===== src/rtl/imem_pkg.sv =====
// Shared types and sizing for the instruction-memory boot controller.
package imem_pkg;

  localparam int IMEM_DEPTH  = 4096;
  localparam int IMEM_ADDR_W = 12;

  typedef enum logic [2:0] {
    IDLE  = 3'd0,
    HDR   = 3'd1,
    LOAD  = 3'd2,
    FLUSH = 3'd3,
    RUN   = 3'd4,
    ERR   = 3'd5
  } boot_state_t;

endpackage


===== src/rtl/imem_byte_packer.sv =====
// Little-endian byte-to-word assembler shared by the header and payload phases.
// word is only meaningful while word_done is high (the 4th byte is being accepted).
module imem_byte_packer (
  input  logic        clk,
  input  logic        rst_n,
  input  logic        clr,
  input  logic        byte_en,
  input  logic [7:0]  byte_in,
  output logic [31:0] word,
  output logic        word_done
);

  logic [1:0]  cnt;
  logic [23:0] acc;

  assign word_done = byte_en & (cnt == 2'd3);
  assign word      = {byte_in, acc};

  // Byte counter and shift register; older bytes move toward the LSB end.
  always_ff @(posedge clk or negedge rst_n) begin
    if (!rst_n) begin
      cnt <= 2'd0;
      acc <= 24'd0;
    end else if (clr) begin
      cnt <= 2'd0;
      acc <= 24'd0;
    end else if (byte_en) begin
      cnt <= cnt + 2'd1;
      acc <= {byte_in, acc[23:8]};
    end
  end

endmodule


===== src/rtl/imem_boot_ctrl.sv =====
// Boot sequencer: loads a length-prefixed byte stream into instruction memory,
// then hands the memory read port to the CPU fetch interface.
module imem_boot_ctrl
  import imem_pkg::*;
#(
  parameter int DEPTH  = IMEM_DEPTH,
  parameter int ADDR_W = IMEM_ADDR_W
) (
  input  logic        clk,
  input  logic        rst_n,
  input  logic        start,
  input  logic [7:0]  in_byte,
  input  logic        in_valid,
  output logic        in_ready,
  input  logic [31:0] fetch_addr,
  input  logic        fetch_valid,
  output logic        fetch_ready,
  output logic [31:0] fetch_rdata,
  output logic        fetch_rvalid,
  output logic        boot_done,
  output logic        load_err,
  output logic [31:0] mem_raddr,
  output logic        mem_ren,
  input  logic [31:0] mem_rdata,
  output logic [31:0] mem_waddr,
  output logic [31:0] mem_wdata,
  output logic        mem_we
);

  localparam logic [31:0]     DEPTH_W  = DEPTH;
  localparam logic [ADDR_W:0] WCNT_ONE = (ADDR_W + 1)'(1);

  boot_state_t       state;
  logic [31:0]       len;
  logic [ADDR_W:0]   wcnt;
  logic              byte_en;
  logic              pack_clr;
  logic              word_done;
  logic [31:0]       word;
  logic [ADDR_W-1:0] fetch_idx;
  logic              unused_addr_bits;

  assign byte_en   = in_valid & in_ready;
  // Only a start that is actually honoured may clear a half-built word.
  assign pack_clr  = start & ((state == IDLE) | (state == RUN) | (state == ERR));
  assign fetch_idx = fetch_addr[ADDR_W+1:2];
  assign unused_addr_bits = ^{fetch_addr[31:ADDR_W+2], fetch_addr[1:0]};

  // fetch_ready is only ever high in RUN, where no write can be pending.
  assign mem_ren   = fetch_valid & fetch_ready;
  assign mem_raddr = mem_ren ? {{(32-ADDR_W){1'b0}}, fetch_idx} : 32'd0;

  imem_byte_packer u_packer (
    .clk       (clk),
    .rst_n     (rst_n),
    .clr       (pack_clr),
    .byte_en   (byte_en),
    .byte_in   (in_byte),
    .word      (word),
    .word_done (word_done)
  );

  // Boot FSM with registered stream, status and write-port outputs.
  always_ff @(posedge clk or negedge rst_n) begin
    if (!rst_n) begin
      state       <= IDLE;
      len         <= 32'd0;
      wcnt        <= {(ADDR_W+1){1'b0}};
      in_ready    <= 1'b0;
      fetch_ready <= 1'b0;
      boot_done   <= 1'b0;
      load_err    <= 1'b0;
      mem_we      <= 1'b0;
      mem_waddr   <= 32'd0;
      mem_wdata   <= 32'd0;
    end else begin
      mem_we <= 1'b0;
      case (state)
        IDLE: begin
          if (start) begin
            state    <= HDR;
            in_ready <= 1'b1;
          end
        end
        HDR: begin
          if (word_done) begin
            len <= word;
            if (word == 32'd0) begin
              state       <= RUN;
              in_ready    <= 1'b0;
              fetch_ready <= 1'b1;
              boot_done   <= 1'b1;
            end else if (word > DEPTH_W) begin
              state    <= ERR;
              in_ready <= 1'b0;
              load_err <= 1'b1;
            end else begin
              state <= LOAD;
              wcnt  <= {(ADDR_W+1){1'b0}};
            end
          end
        end
        LOAD: begin
          if (word_done) begin
            mem_we    <= 1'b1;
            mem_waddr <= {{(32-ADDR_W){1'b0}}, wcnt[ADDR_W-1:0]};
            mem_wdata <= word;
            wcnt      <= wcnt + WCNT_ONE;
            if ({{(31-ADDR_W){1'b0}}, wcnt} == (len - 32'd1)) begin
              state    <= FLUSH;
              in_ready <= 1'b0;
            end
          end
        end
        FLUSH: begin
          state       <= RUN;
          fetch_ready <= 1'b1;
          boot_done   <= 1'b1;
        end
        RUN: begin
          if (start) begin
            state       <= HDR;
            in_ready    <= 1'b1;
            fetch_ready <= 1'b0;
            boot_done   <= 1'b0;
          end
        end
        ERR: begin
          if (start) begin
            state    <= HDR;
            in_ready <= 1'b1;
            load_err <= 1'b0;
          end
        end
        default: begin
          state       <= IDLE;
          in_ready    <= 1'b0;
          fetch_ready <= 1'b0;
          boot_done   <= 1'b0;
          load_err    <= 1'b0;
        end
      endcase
    end
  end

  // Fetch response: capture memory data the cycle a fetch is accepted.
  always_ff @(posedge clk or negedge rst_n) begin
    if (!rst_n) begin
      fetch_rvalid <= 1'b0;
      fetch_rdata  <= 32'd0;
    end else begin
      fetch_rvalid <= mem_ren;
      if (mem_ren) begin
        fetch_rdata <= mem_rdata;
      end
    end
  end

endmodule


===== config.mk =====
export PLATFORM = sky130hd
export DESIGN_NAME = imem_boot_ctrl
export DESIGN_NICKNAME = d
export VERILOG_FILES = /design/src/rtl/imem_pkg.sv /design/src/rtl/imem_byte_packer.sv /design/src/rtl/imem_boot_ctrl.sv
export SDC_FILE = /design/constraint.sdc
export NUM_CORES = 1
export LEC_CHECK = 0
export ABC_AREA = 1
export BUFFER_PORTS_ARGS = -buffer_cell sky130_fd_sc_hd__buf_2
export CAP_MARGIN = 20
export CORE_UTILIZATION = 53
export DETAILED_ROUTE_END_ITERATION = 16
export PLACE_DENSITY_LB_ADDON = 0.1
export REMOVE_ABC_BUFFERS = 1
export SYNTH_ARGS = -nofsm -noshare
export SYNTH_HDL_FRONTEND = slang
export SYNTH_SLANG_ARGS = --single-unit

===== constraint.sdc =====
create_clock -name clk -period 2.85 [get_ports clk]
set_input_delay 0.285 -clock clk [delete_from_list [all_inputs] [get_ports clk]]
set_output_delay 0.285 -clock clk [all_outputs]
set_load 0.005 [all_outputs]

## After elaboration in Yosys (flattened, before gate mapping)

Cells that the tools add are included.

| word-level totals | value |
|---|---|
| output and inout bits | 135 |
| word-level logic and storage cells | 92 |
| input bits | 77 |
| bits in registers | 155 |

| operators by class | value |
|---|---|
| reductions and logical operators | 14 |
| add/subtract/negate cells | 3 |
| multiplexer cells | 34 |
| order comparisons | 1 |
| bitwise gates (word level) | 9 |
| equality and inequality tests | 18 |

Operators by type and width:

| cell | number |
|---|---|
| 2-to-1 mux 13 bit | 4 |
| 2-to-1 mux 24 bit | 2 |
| == test 13 x 32 -> 1 bit | 1 |
| > comparator 32 x 13 -> 1 bit, second input constant | 1 |
| logical NOT 32 bit | 1 |
| subtractor 32 x 1 -> 32 bit, second input constant | 1 |
| one-hot mux 13 bit (2 select lines) | 1 |
| 2-to-1 mux 3 bit | 6 |
| 2-to-1 mux 1 bit | 14 |
| inequality test 2 bit, second input constant | 7 |
| adder 13 x 1 -> 13 bit, second input constant | 1 |
| 2-to-1 mux 12 bit | 1 |
| one-hot mux 3 bit (4 select lines) | 1 |
| AND reduction 5 bit | 2 |
| one-hot mux 1 bit (4 select lines) | 2 |
| AND reduction 4 bit | 2 |
| == test 3 x 2 -> 1 bit, second input constant | 2 |
| == test 3 bit, second input constant | 2 |
| inequality test 2 x 1 -> 1 bit, second input constant | 3 |
| AND reduction 6 bit | 1 |
| OR reduction 3 bit | 2 |
| AND 1 bit | 4 |
| 2-to-1 mux 2 bit | 2 |
| AND reduction 2 bit | 2 |
| other kinds (10) | 14 |

## Longest topological paths before layout

Gate-level depths: netlist of run 1.

| logic depth | value |
|---|---|
| depth after elaboration | 5 |
| depth in mapped cells | 18 |
| mapped depth without buffers | 18 |

## Cells and area by module

A second synthesis of run 1 with hierarchy kept.

| second synthesis, totals | value |
|---|---|
| cell total of the unflattened synthesis | 1,059 |
| area, all modules | 8,259.2 um^2 |

By module, submodules not included:

| module | instances | cells an instance | seq. area each (um^2) | area each (um^2) |
|---|---|---|---|---|
| imem_boot_ctrl | 1 | 934 | 3,228.1 | 6,994.2 |
| imem_byte_packer | 1 | 125 | 650.6 | 1,265.0 |

## Least setup slack after synthesis of run 1

Ideal clock, no wire load.

| timing path | value |
|---|---|
| kind | flip-flop to flip-flop |
| start | register len[0] |
| end | register in_ready |
| cell stages (with the launch flop) | 18 |
| required time | 2.720 ns |
| path buffers | 0 |
| arrival | 1.826 ns |
| library setup time | 0.130 ns |
| path slack | 0.894 ns |
| clock period less this slack | 1.956 ns |
| cell sequence | dfrtp_1 -> inv_1 -> ha_1 -> nand2_4 -> nor2_8 -> nand2_4 -> inv_2 -> nand2_1 -> nand2_1 -> nand2_1 -> nor2_1 -> nand2_1 -> nor2_2 -> nand3_2 -> nand2_2 -> nand2_1 -> nand2_1 -> nand2_1 |

| between the ends | value |
|---|---|
| word-level cells in the longest chain between the ends | 4 |

Ends and longest elaborated chain:

| item | RTL line | RTL |
|---|---|---|
| from (decl) | imem_boot_ctrl.sv:34 | `logic [31:0] len;` |
| from (signal assigned) | imem_boot_ctrl.sv:87 | `len <= word;` |
| subtractor 32 x 1 -> 32 bit | imem_boot_ctrl.sv:109 | `if ({{(31-ADDR_W){1'b0}}, wcnt} == (len - 32'd1)) begin` |
| == test 13 x 32 -> 1 bit | imem_boot_ctrl.sv:109 |  |
| inequality test 2 bit (no source line) | n/a |  |
| AND reduction 6 bit (no source line) | n/a |  |
| to (signal assigned) | imem_boot_ctrl.sv:111 | `in_ready <= 1'b0;` |
| to (signal assigned) | imem_boot_ctrl.sv:123 | `in_ready <= 1'b1;` |
| to (signal assigned) | imem_boot_ctrl.sv:131 | `in_ready <= 1'b1;` |
| to (decl) | imem_boot_ctrl.sv:14 | `output logic in_ready,` |

Every way passes these cells.
A chain may end at the register's enable or synchronous reset.

## Final worst setup path of run 1

Same ends and word-level chain as after synthesis.

==> metrics.md, run 1 <==
| Metric | Value |
|---|---|
| Slew HR | `0.475` |
| Yosys reg bits | `155` |
| Vias/cell | `4.86` |
| Outcome | `finished with violations` |
| Nets | `1285` |
| Worst Skew | `0.00654 ns` |
| Final min period | `2.27 ns` |
| Via count | `6817` |
| Synth top area share | `0.479` |
| Cell Area, Placed | `8890 sq um` |
| Skew-Pair Late Insertion Delay | `0.43 ns` |
| Num rows | `44` |
| Core ar. | `14700 sq um` |
| Final TNS setup | `0 ns` |
| Crit end category | `flip-flop` |
| Most common cell after layout, fill and taps aside | `nand2_1` |
| FFs w/ async S/R, synth | `1.00` |
| GRT Total Usage | `0.251` |
| GRT overflow | `0` |
| Final setup viols | `0` |
| Fillers | `1340` |
| Clock slew at reported path FFs | `0.06 ns` |
| Max Cap Viol | `0` |
| Port Buffers | `151` |
| Worst reg2reg path depth | `17` |
| # clock sinks | `155` |
| Worst setup SP type | `flip-flop` |
| Synth top area cells | `dfrtp_1 (48%), nand2_1 (15%), inv_1 (6.4%)` |
| Least-Margin Pin Slew | `0.782 ns` |
| Synth warn | `0` |
| Mapped Cells | `1056` |
| IO Pins | `212` |
| Post-synth EDFFs | `0` |
| CTS tree | `done` |
| Worst Hold Slack | `0.0474 ns` |
| Die Y-Extent | `126 um` |
| Worst VDD drop | `0.626 mV` |
| Post-route antenna net violation count | `0` |
| Number of global-route vias before repair | `6552` |
| Layout cells sized above 1 | `0.197` |
| Max Clock Freq | `0.440 GHz` |
| Critical path data arrival time | `2.58 ns` |
| Post-synth cell types | `37` |
| WL/cell | `13.1 um` |
| Placement Setup Slack | `0.600 ns` |
| Final slew viol count | `0` |
| Critical Path RT | `3.15 ns` |
| RD Place Congestion | `0.931` |
| Root buffer cell | `clkbuf_16` |
| Post-CTS Setup Repair Bufs | `0` |
| Initial antenna violation count | `0` |
| Pin count of the biggest net entering global routing | `88` |
| CTS HTree Levels | `4` |
| Remaining DRCs | `3` |
| DRT iter0 DRCs | `410` |
| First-pass GRT wire length | `31200 um` |
| Setup WS post-layout | `0.576 ns` |
| Seq/Total Area, Yosys | `0.479` |
| Largest buffer count on any clock path | `2` |
| PwrDens | `906 nW/um^2` |
| Total Routed Length | `18400 um` |
| P_leak | `5.36 nW` |
| Synth Area per Inst | `7.66 sq um` |
| Top_reg_cell synth | `dfrtp_1` |
| TritonRoute pass-1 iters | `11` |
| Cell area after layout | `9440 sq um` |
| Diode count | `0` |
| Die width | `126 um` |
| Layout area overhead | `16.6%` |
| Final period util | `0.798` |
| Worst min path class | `input pin to flip-flop` |
| Crit path max fanout | `9` |
| Synth area leader | `dfrtp_1` |
| Starting Density | `0.551` |
| Hold depth | `3` |
| Critical path class | `flip-flop to flip-flop` |
| Most frequent cells in the layout | `nand2_1 (313), dfrtp_1 (155), buf_2 (150), inv_1 (137), nor2_1 (110)` |
| Failing checks | `design-rule violations` |
| CTS Buf Count | `17` |
| PostCTS Resize Cnt | `0` |
| Die Area | `15800 sq um` |
| Hpwl dp | `13700 um` |
| Synthesized area | `8090 sq um` |
| RSZ-0062 raised after global routing | `false` |
| Final Hold Fails | `0` |
-- metal layers --
layer,share of wire,up-vias,track usage
met2,0.46,198,0.399
met1,0.47,3086,0.336
li1,-,3503,-
met4,0.020,0,0.0968
met3,0.055,30,0.0556
met5,0,-,0
-- path summary, 6_finish.rpt --
check,start,to,slack (ns)
min,mem_rdata[7],fetch_rdata[7]$_DFFE_PN0P_,0.05
max,len[0]$_DFFE_PN0P_,in_ready$_DFFE_PN0P_,0.58
min reg2reg,fetch_rdata[18]$_DFFE_PN0P_,fetch_rdata[18]$_DFFE_PN0P_,0.47
min in group asynchronous,rst_n,u_packer.acc[4]$_DFFE_PN0P_,0.40
max reg2reg,len[0]$_DFFE_PN0P_,in_ready$_DFFE_PN0P_,0.58
max in group asynchronous,rst_n,fetch_rdata[1]$_DFFE_PN0P_,1.67
-- cell families after synthesis --
group           after synthesis  synth area share
buf+inv                     218             0.122
xor+xnor                     19            0.0206
flops                       155             0.479
simple gates                528             0.282
compound gates              132            0.0915
other cells                   1          0.000463
fa+ha+maj                     3           0.00464
-- cell type report --
class                      instances  area, sq um  share of cell area
sequential                       155         3880               0.411
multi-input combinational        722         3370               0.358
timing repair buffer             162          860              0.0911
inverter                         147          556              0.0589
clock buffer                      19          443              0.0469
tap                              184          230              0.0244
clock inverter                    13         96.3              0.0102
-- repair_timing --
action	in CTS	in global routing
setup endpoints to repair	0	0
endpoints found under the hold margin	55	0
hold buffers	1	0
-- through the flow --
stage / power, mW / utilization / cells
after floorplan: 5.42 / - / 1024
after CTS: 8.58 / 0.642 / 1402
after global routing: 9.27 / 0.642 / 1402
after global placement: 6.48 / 0.605 / 1369
final: 8.55 / 0.642 / 1402
after detailed placement: 6.51 / 0.605 / 1369
-- cell usage after synthesis, types with 3 or more instances --
library cell,instances
ha_1,3
dfrtp_1,155
nor2_4,5
nand2_2,7
buf_4,42
a21oi_1,5
xor2_1,14
o21ai_1,5
a31oi_1,27
clkbuf_1,21
xnor2_1,5
o31ai_2,5
nand3_1,33
nor2_2,14
o21ai_0,87
nand2_1,313
nor4_1,4
buf_1,3
inv_1,137
buf_2,5
nand2_4,4
nor2_1,110
nand3b_1,4
inv_2,6
nand4_1,17
nor3_1,12
-- power breakdown --
part | internal, mW | switching (mW) | leakage (nW)
combinational | 1.27 | 2.17 | 3.05
sequential | 2.67 | 0.394 | 2.05
clock | 1.14 | 0.914 | 0.257
total | 5.07 | 3.48 | 5.36
-- critical path, stage by stage (launching register included) --
cell and delay (ns):
dfrtp_1 0.42, inv_1 0.17, ha_1 0.29, nand2_4 0.12, nor2_8 0.20, nand2_4 0.07
inv_2 0.07, nand2_1 0.05, nand2_1 0.06, nand2_1 0.05, nor2_1 0.12, nand2_1 0.08
nor2_2 0.12, nand3_2 0.08, nand2_2 0.10, nand2_1 0.06, nand2_1 0.06, nand2_1 0.04
-- flip-flops by register name (all words and copies together) (netlist names) --
name          flops
load_err          1
u_packer.cnt      2
mem_we            1
u_packer.acc     24
boot_done         1
mem_waddr        12
fetch_rvalid      1
len              32
mem_wdata        32
in_ready          1
state             3
wcnt             13
fetch_rdata      32
Power figures use the tool's default switching activity.
==> run 2: changes to the inputs <==
--- a/config.mk
+++ b/config.mk
@@ -5,10 +5,10 @@
 export SDC_FILE = /design/constraint.sdc
 export NUM_CORES = 1
 export LEC_CHECK = 0
-export ABC_AREA = 1
+export ABC_AREA = 0
 export BUFFER_PORTS_ARGS = -buffer_cell sky130_fd_sc_hd__buf_2
 export CAP_MARGIN = 20
-export CORE_UTILIZATION = 53
+export CORE_UTILIZATION = 52
 export DETAILED_ROUTE_END_ITERATION = 16
 export PLACE_DENSITY_LB_ADDON = 0.1
 export REMOVE_ABC_BUFFERS = 1
==> constraint.sdc (replaced) <==
create_clock -name clk -period 2.36 [get_ports clk]
set_input_delay 0.236 -clock clk [delete_from_list [all_inputs] [get_ports clk]]
set_output_delay 0.236 -clock clk [all_outputs]
set_load 0.005 [all_outputs]
==> run 2 against run 1 <==
Net effect:
- the run ends with negative setup slack left
- cell count decreased by 19%
- sequential share of layout area increased by 0.51 points
- register-to-register slack got worse by 0.81 ns
- clock power increased by 24%
- flip-flop and latch count unchanged
- first-iteration DRC count increased by 9.3%
- count of clock-buffer cells in the layout increased by 3
- final area decreased by 1.2%
- global-route usage increased by 1.6 points
- critical endpoint unchanged
- largest power group is now registers
==> metrics.md, run 2 <==
| Metric | Value |
|---|---|
| Final setup viols | `2 (+2)` |
| Diode count | `0 (unchanged)` |
| Post-synth cell types | `61 (+65%)` |
| Synthesized area | `7290 sq um (-9.9%)` |
| Port Buffers | `151 (unchanged)` |
| Critical path data arrival time | `2.92 ns (+0.34 ns)` |
| Cell Area, Placed | `8590 sq um (-3.4%)` |
| Yosys reg bits | `155 (unchanged)` |
| Least-Margin Pin Slew | `0.708 ns (-0.0742 ns)` |
| DRT iter0 DRCs | `448 (+9.3%)` |
| Worst setup SP type | `flip-flop` |
| Max Cap Viol | `0 (unchanged)` |
| GRT Total Usage | `0.267 (+0.0157)` |
| RD Place Congestion | `0.835 (-10%)` |
| Worst path bufs/invs | `2 (unchanged)` |
| Largest regs | `fetch_rdata: 32 flops, len: 32 flops, mem_wdata: 32 flops` |
| CTS Buf Count | `17 (unchanged)` |
| Synth top area cells | `dfrtp_1 (53%), nand2_1 (11%), mux2_2 (9.7%)` |
| Clock slew at reported path FFs | `0.06 ns (about the same)` |
| Synth Area per Inst | `9.96 sq um (+30%)` |
| Layout cells sized above 1 | `0.370 (+0.173)` |
| Die width | `120 um (-4.1%)` |
| Crit path from | `len[1]$_DFFE_PN0P_` |
| Remaining DRCs | `0 (-3)` |
| Total Routed Length | `18400 um (about the same)` |
| Final TNS setup | `-0.384 ns (-0.384 ns)` |
| Slew HR | `0.528 (+0.0527)` |
| Vias/cell | `5.37 (+10%)` |
| PwrDens | `1010 nW/um^2 (+11%)` |
| CTS HTree Levels | `4 (unchanged)` |
| Worst Hold Slack | `0.0351 ns (-0.0123 ns)` |
| Final min period | `2.60 ns (+0.324 ns)` |
| Mapped Cells | `732 (-31%)` |
| Synth warn | `0 (unchanged)` |
| Cell area after layout | `9320 sq um (-1.2%)` |
| Crit end category | `flip-flop` |
| Placement Setup Slack | `-0.268 ns (-0.868 ns)` |
| Synth top area share | `0.532 (+0.0526)` |
| Worst VDD drop | `0.691 mV (+10%)` |
| Die Y-Extent | `120 um (-4.1%)` |
| Critical path class | `flip-flop to flip-flop` |
| Max Clock Freq | `0.385 GHz (-12%)` |
| Slowest stage delay, CP | `0.56 ns (+0.14 ns)` |
| Core ar. | `13500 sq um (-8.5%)` |
| Crit-path leading delay family | `simple AND/OR/NAND/NOR gates` |
| TritonRoute pass-1 iters | `5 (-6)` |
| Pin count of the biggest net entering global routing | `73 (-17%)` |
| Synth area leader | `dfrtp_1` |
| Final period util | `1.10 (+0.303)` |
| Starting Density | `0.542 (-0.00852)` |
| P_leak | `5.00 nW (-6.8%)` |
| Nets | `1024 (-20%)` |
| Top_reg_cell synth | `dfrtp_1` |
| Slowest-stage cell, CP | `or4_4` |
| Largest buffer count on any clock path | `2 (unchanged)` |
| Startpoint of the worst hold path | `mem_rdata[28]` |
| Cell Chain, Critical Path | `or4_4, buf_6, or4_4, buf_4, xor2_1, mux2i_1, o21ai_1, nand4b_1, a31o_1` |
| IO Pins | `212 (unchanged)` |
| Num rows | `42 (-4.5%)` |
| CTS tree | `done` |
| First-pass GRT wire length | `29700 um (-4.7%)` |
| Root buffer cell | `clkbuf_16` |
| Die Area | `14500 sq um (-8.0%)` |
| Top-count cell post-synth | `nand2_1` |
| Crit path max fanout | `3 (-6)` |
| Outcome | `finished with violations` |
| Post-synth EDFFs | `0 (unchanged)` |
| Initial antenna violation count | `0 (unchanged)` |
| Failing checks | `negative setup slack` |
| Number of global-route vias before repair | `5927 (-9.5%)` |
| Layout area overhead | `27.8%` |
| # clock sinks | `155 (unchanged)` |
| Via count | `6080 (-11%)` |
| GRT overflow | `0 (unchanged)` |
| CP most frequent cell | `or4_4` |
| RSZ-0062 raised after global routing | `true` |
| Hpwl dp | `13400 um (-2.0%)` |
| Worst Skew | `0.00917 ns (+0.00263 ns)` |
| Setup WS post-layout | `-0.238 ns (-0.814 ns)` |
| Skew-Pair Late Insertion Delay | `0.43 ns (about the same)` |
| Worst min path class | `input pin to flip-flop` |
| Most frequent cells in the layout | `nand2_1 (204), dfrtp_1 (155), buf_2 (150), buf_4 (73), mux2_2 (63)` |
| Final slew viol count | `0 (unchanged)` |
| FFs w/ async S/R, synth | `1.00 (unchanged)` |
| Critical Path RT | `2.68 ns (-0.47 ns)` |
| Top cell types by occurrence after synthesis | `nand2_1 (204), dfrtp_1 (155), mux2_2 (63)` |
| Seq/Total Area, Yosys | `0.532 (+0.0526)` |
| Most common cell after layout, fill and taps aside | `nand2_1` |
| Post-route antenna net violation count | `0 (unchanged)` |
| Worst reg2reg startpoint | `len[1]$_DFFE_PN0P_` |
| Final Hold Fails | `0 (unchanged)` |
| Flop2flop setup slack | `-0.24 ns (-0.81 ns)` |
| WL/cell | `16.3 um (+24%)` |
==> run 2: cell count changes after synthesis, sizes merged, moves of 25 or more <==
cell / previous run / this run
inv: 144 / 6
a21oi: 5 / 30
nor2: 131 / 18
o21ai: 93 / 36
mux2: 0 / 63
nand3: 34 / 6
nand2: 324 / 204
==> run 2: cell families (layout without fill, tap and decap cells) <==
group	Yosys count	after routing	synth area share
compound gates	93	93	0.0750
xor+xnor	16	16	0.0192
fa+ha+maj	3	3	0.00515
buf+inv	84	270	0.0678
flops	155	155	0.532
mux	65	65	0.100
other cells	1	40	0.000514
simple gates	315	315	0.200
==> run 2: what timing repair did <==
| action | 4_1_cts | 5_1_grt |
|---|---|---|
| resized for setup | 3 | 24 |
| pin swaps | 0 | 9 |
| setup endpoints to repair | 4 | 10 |
| setup buffers | 0 | 4 |
| hold buffers | 1 | 0 |
| endpoints found under the hold margin | 67 | 0 |
==> run 2: final timing paths <==
check | cells past startpoint | endpoint
min in group asynchronous | 2 | mem_we$_DFF_PN0_
worst max-delay path | 9 | in_ready$_DFFE_PN0P_
worst max register to register | 9 | in_ready$_DFFE_PN0P_
max in group asynchronous | 3 | len[13]$_DFFE_PN0P_
worst min register to register | 2 | mem_wdata[22]$_DFFE_PN0P_
worst min-delay path | 2 | fetch_rdata[28]$_DFFE_PN0P_
==> run 2: stage by stage <==
stage | total power [mW] | utilization | cells
global placement | 6.47 | 0.638 | 1096
global route | 9.92 | 0.693 | 1133
CTS | 9.12 | 0.682 | 1129
detailed placement | 6.54 | 0.638 | 1096
floorplan | 5.04 | - | 693
finish | 9.41 | 0.693 | 1133
==> run 2: layout make-up <==
class	count	area (sq um)
Inverter	6	22.5
Multi-Input combinational cell	532	3200
Sequential cell	155	3880
Tap cell	176	220
Clock inverter	10	82.6
Clock buffer	22	474
Timing Repair Buffer	232	1440
Fill cell	1048	4130
==> run 2: metal layers <==
metal | share of wire | track usage | up-vias
met2 | 0.51 | 0.445 | 202
met3 | 0.048 | 0.0491 | 30
met5 | 0 | 0 | -
li1 | - | - | 2845
met4 | 0.022 | 0.110 | 0
met1 | 0.42 | 0.343 | 3003
==> run 2: worst reg2reg max path: stages (launching register included) <==
cell,delay (ns)
dfrtp_1,0.40
or4_4,0.56
buf_6,0.14
or4_4,0.44
buf_4,0.16
xor2_1,0.13
mux2i_1,0.09
o21ai_1,0.17
nand4b_1,0.16
a31o_1,0.25
==> run 2: power by group <==
group / internal, mW / total [mW] / switching (mW) / leakage, nW
Clock: 1.44 / 2.54 / 1.10 / 0.266
Sequential: 3.12 / 3.49 / 0.368 / 2.09
Combinational: 1.71 / 3.39 / 1.67 / 2.64
Total: 6.28 / 9.41 / 3.14 / 5.00
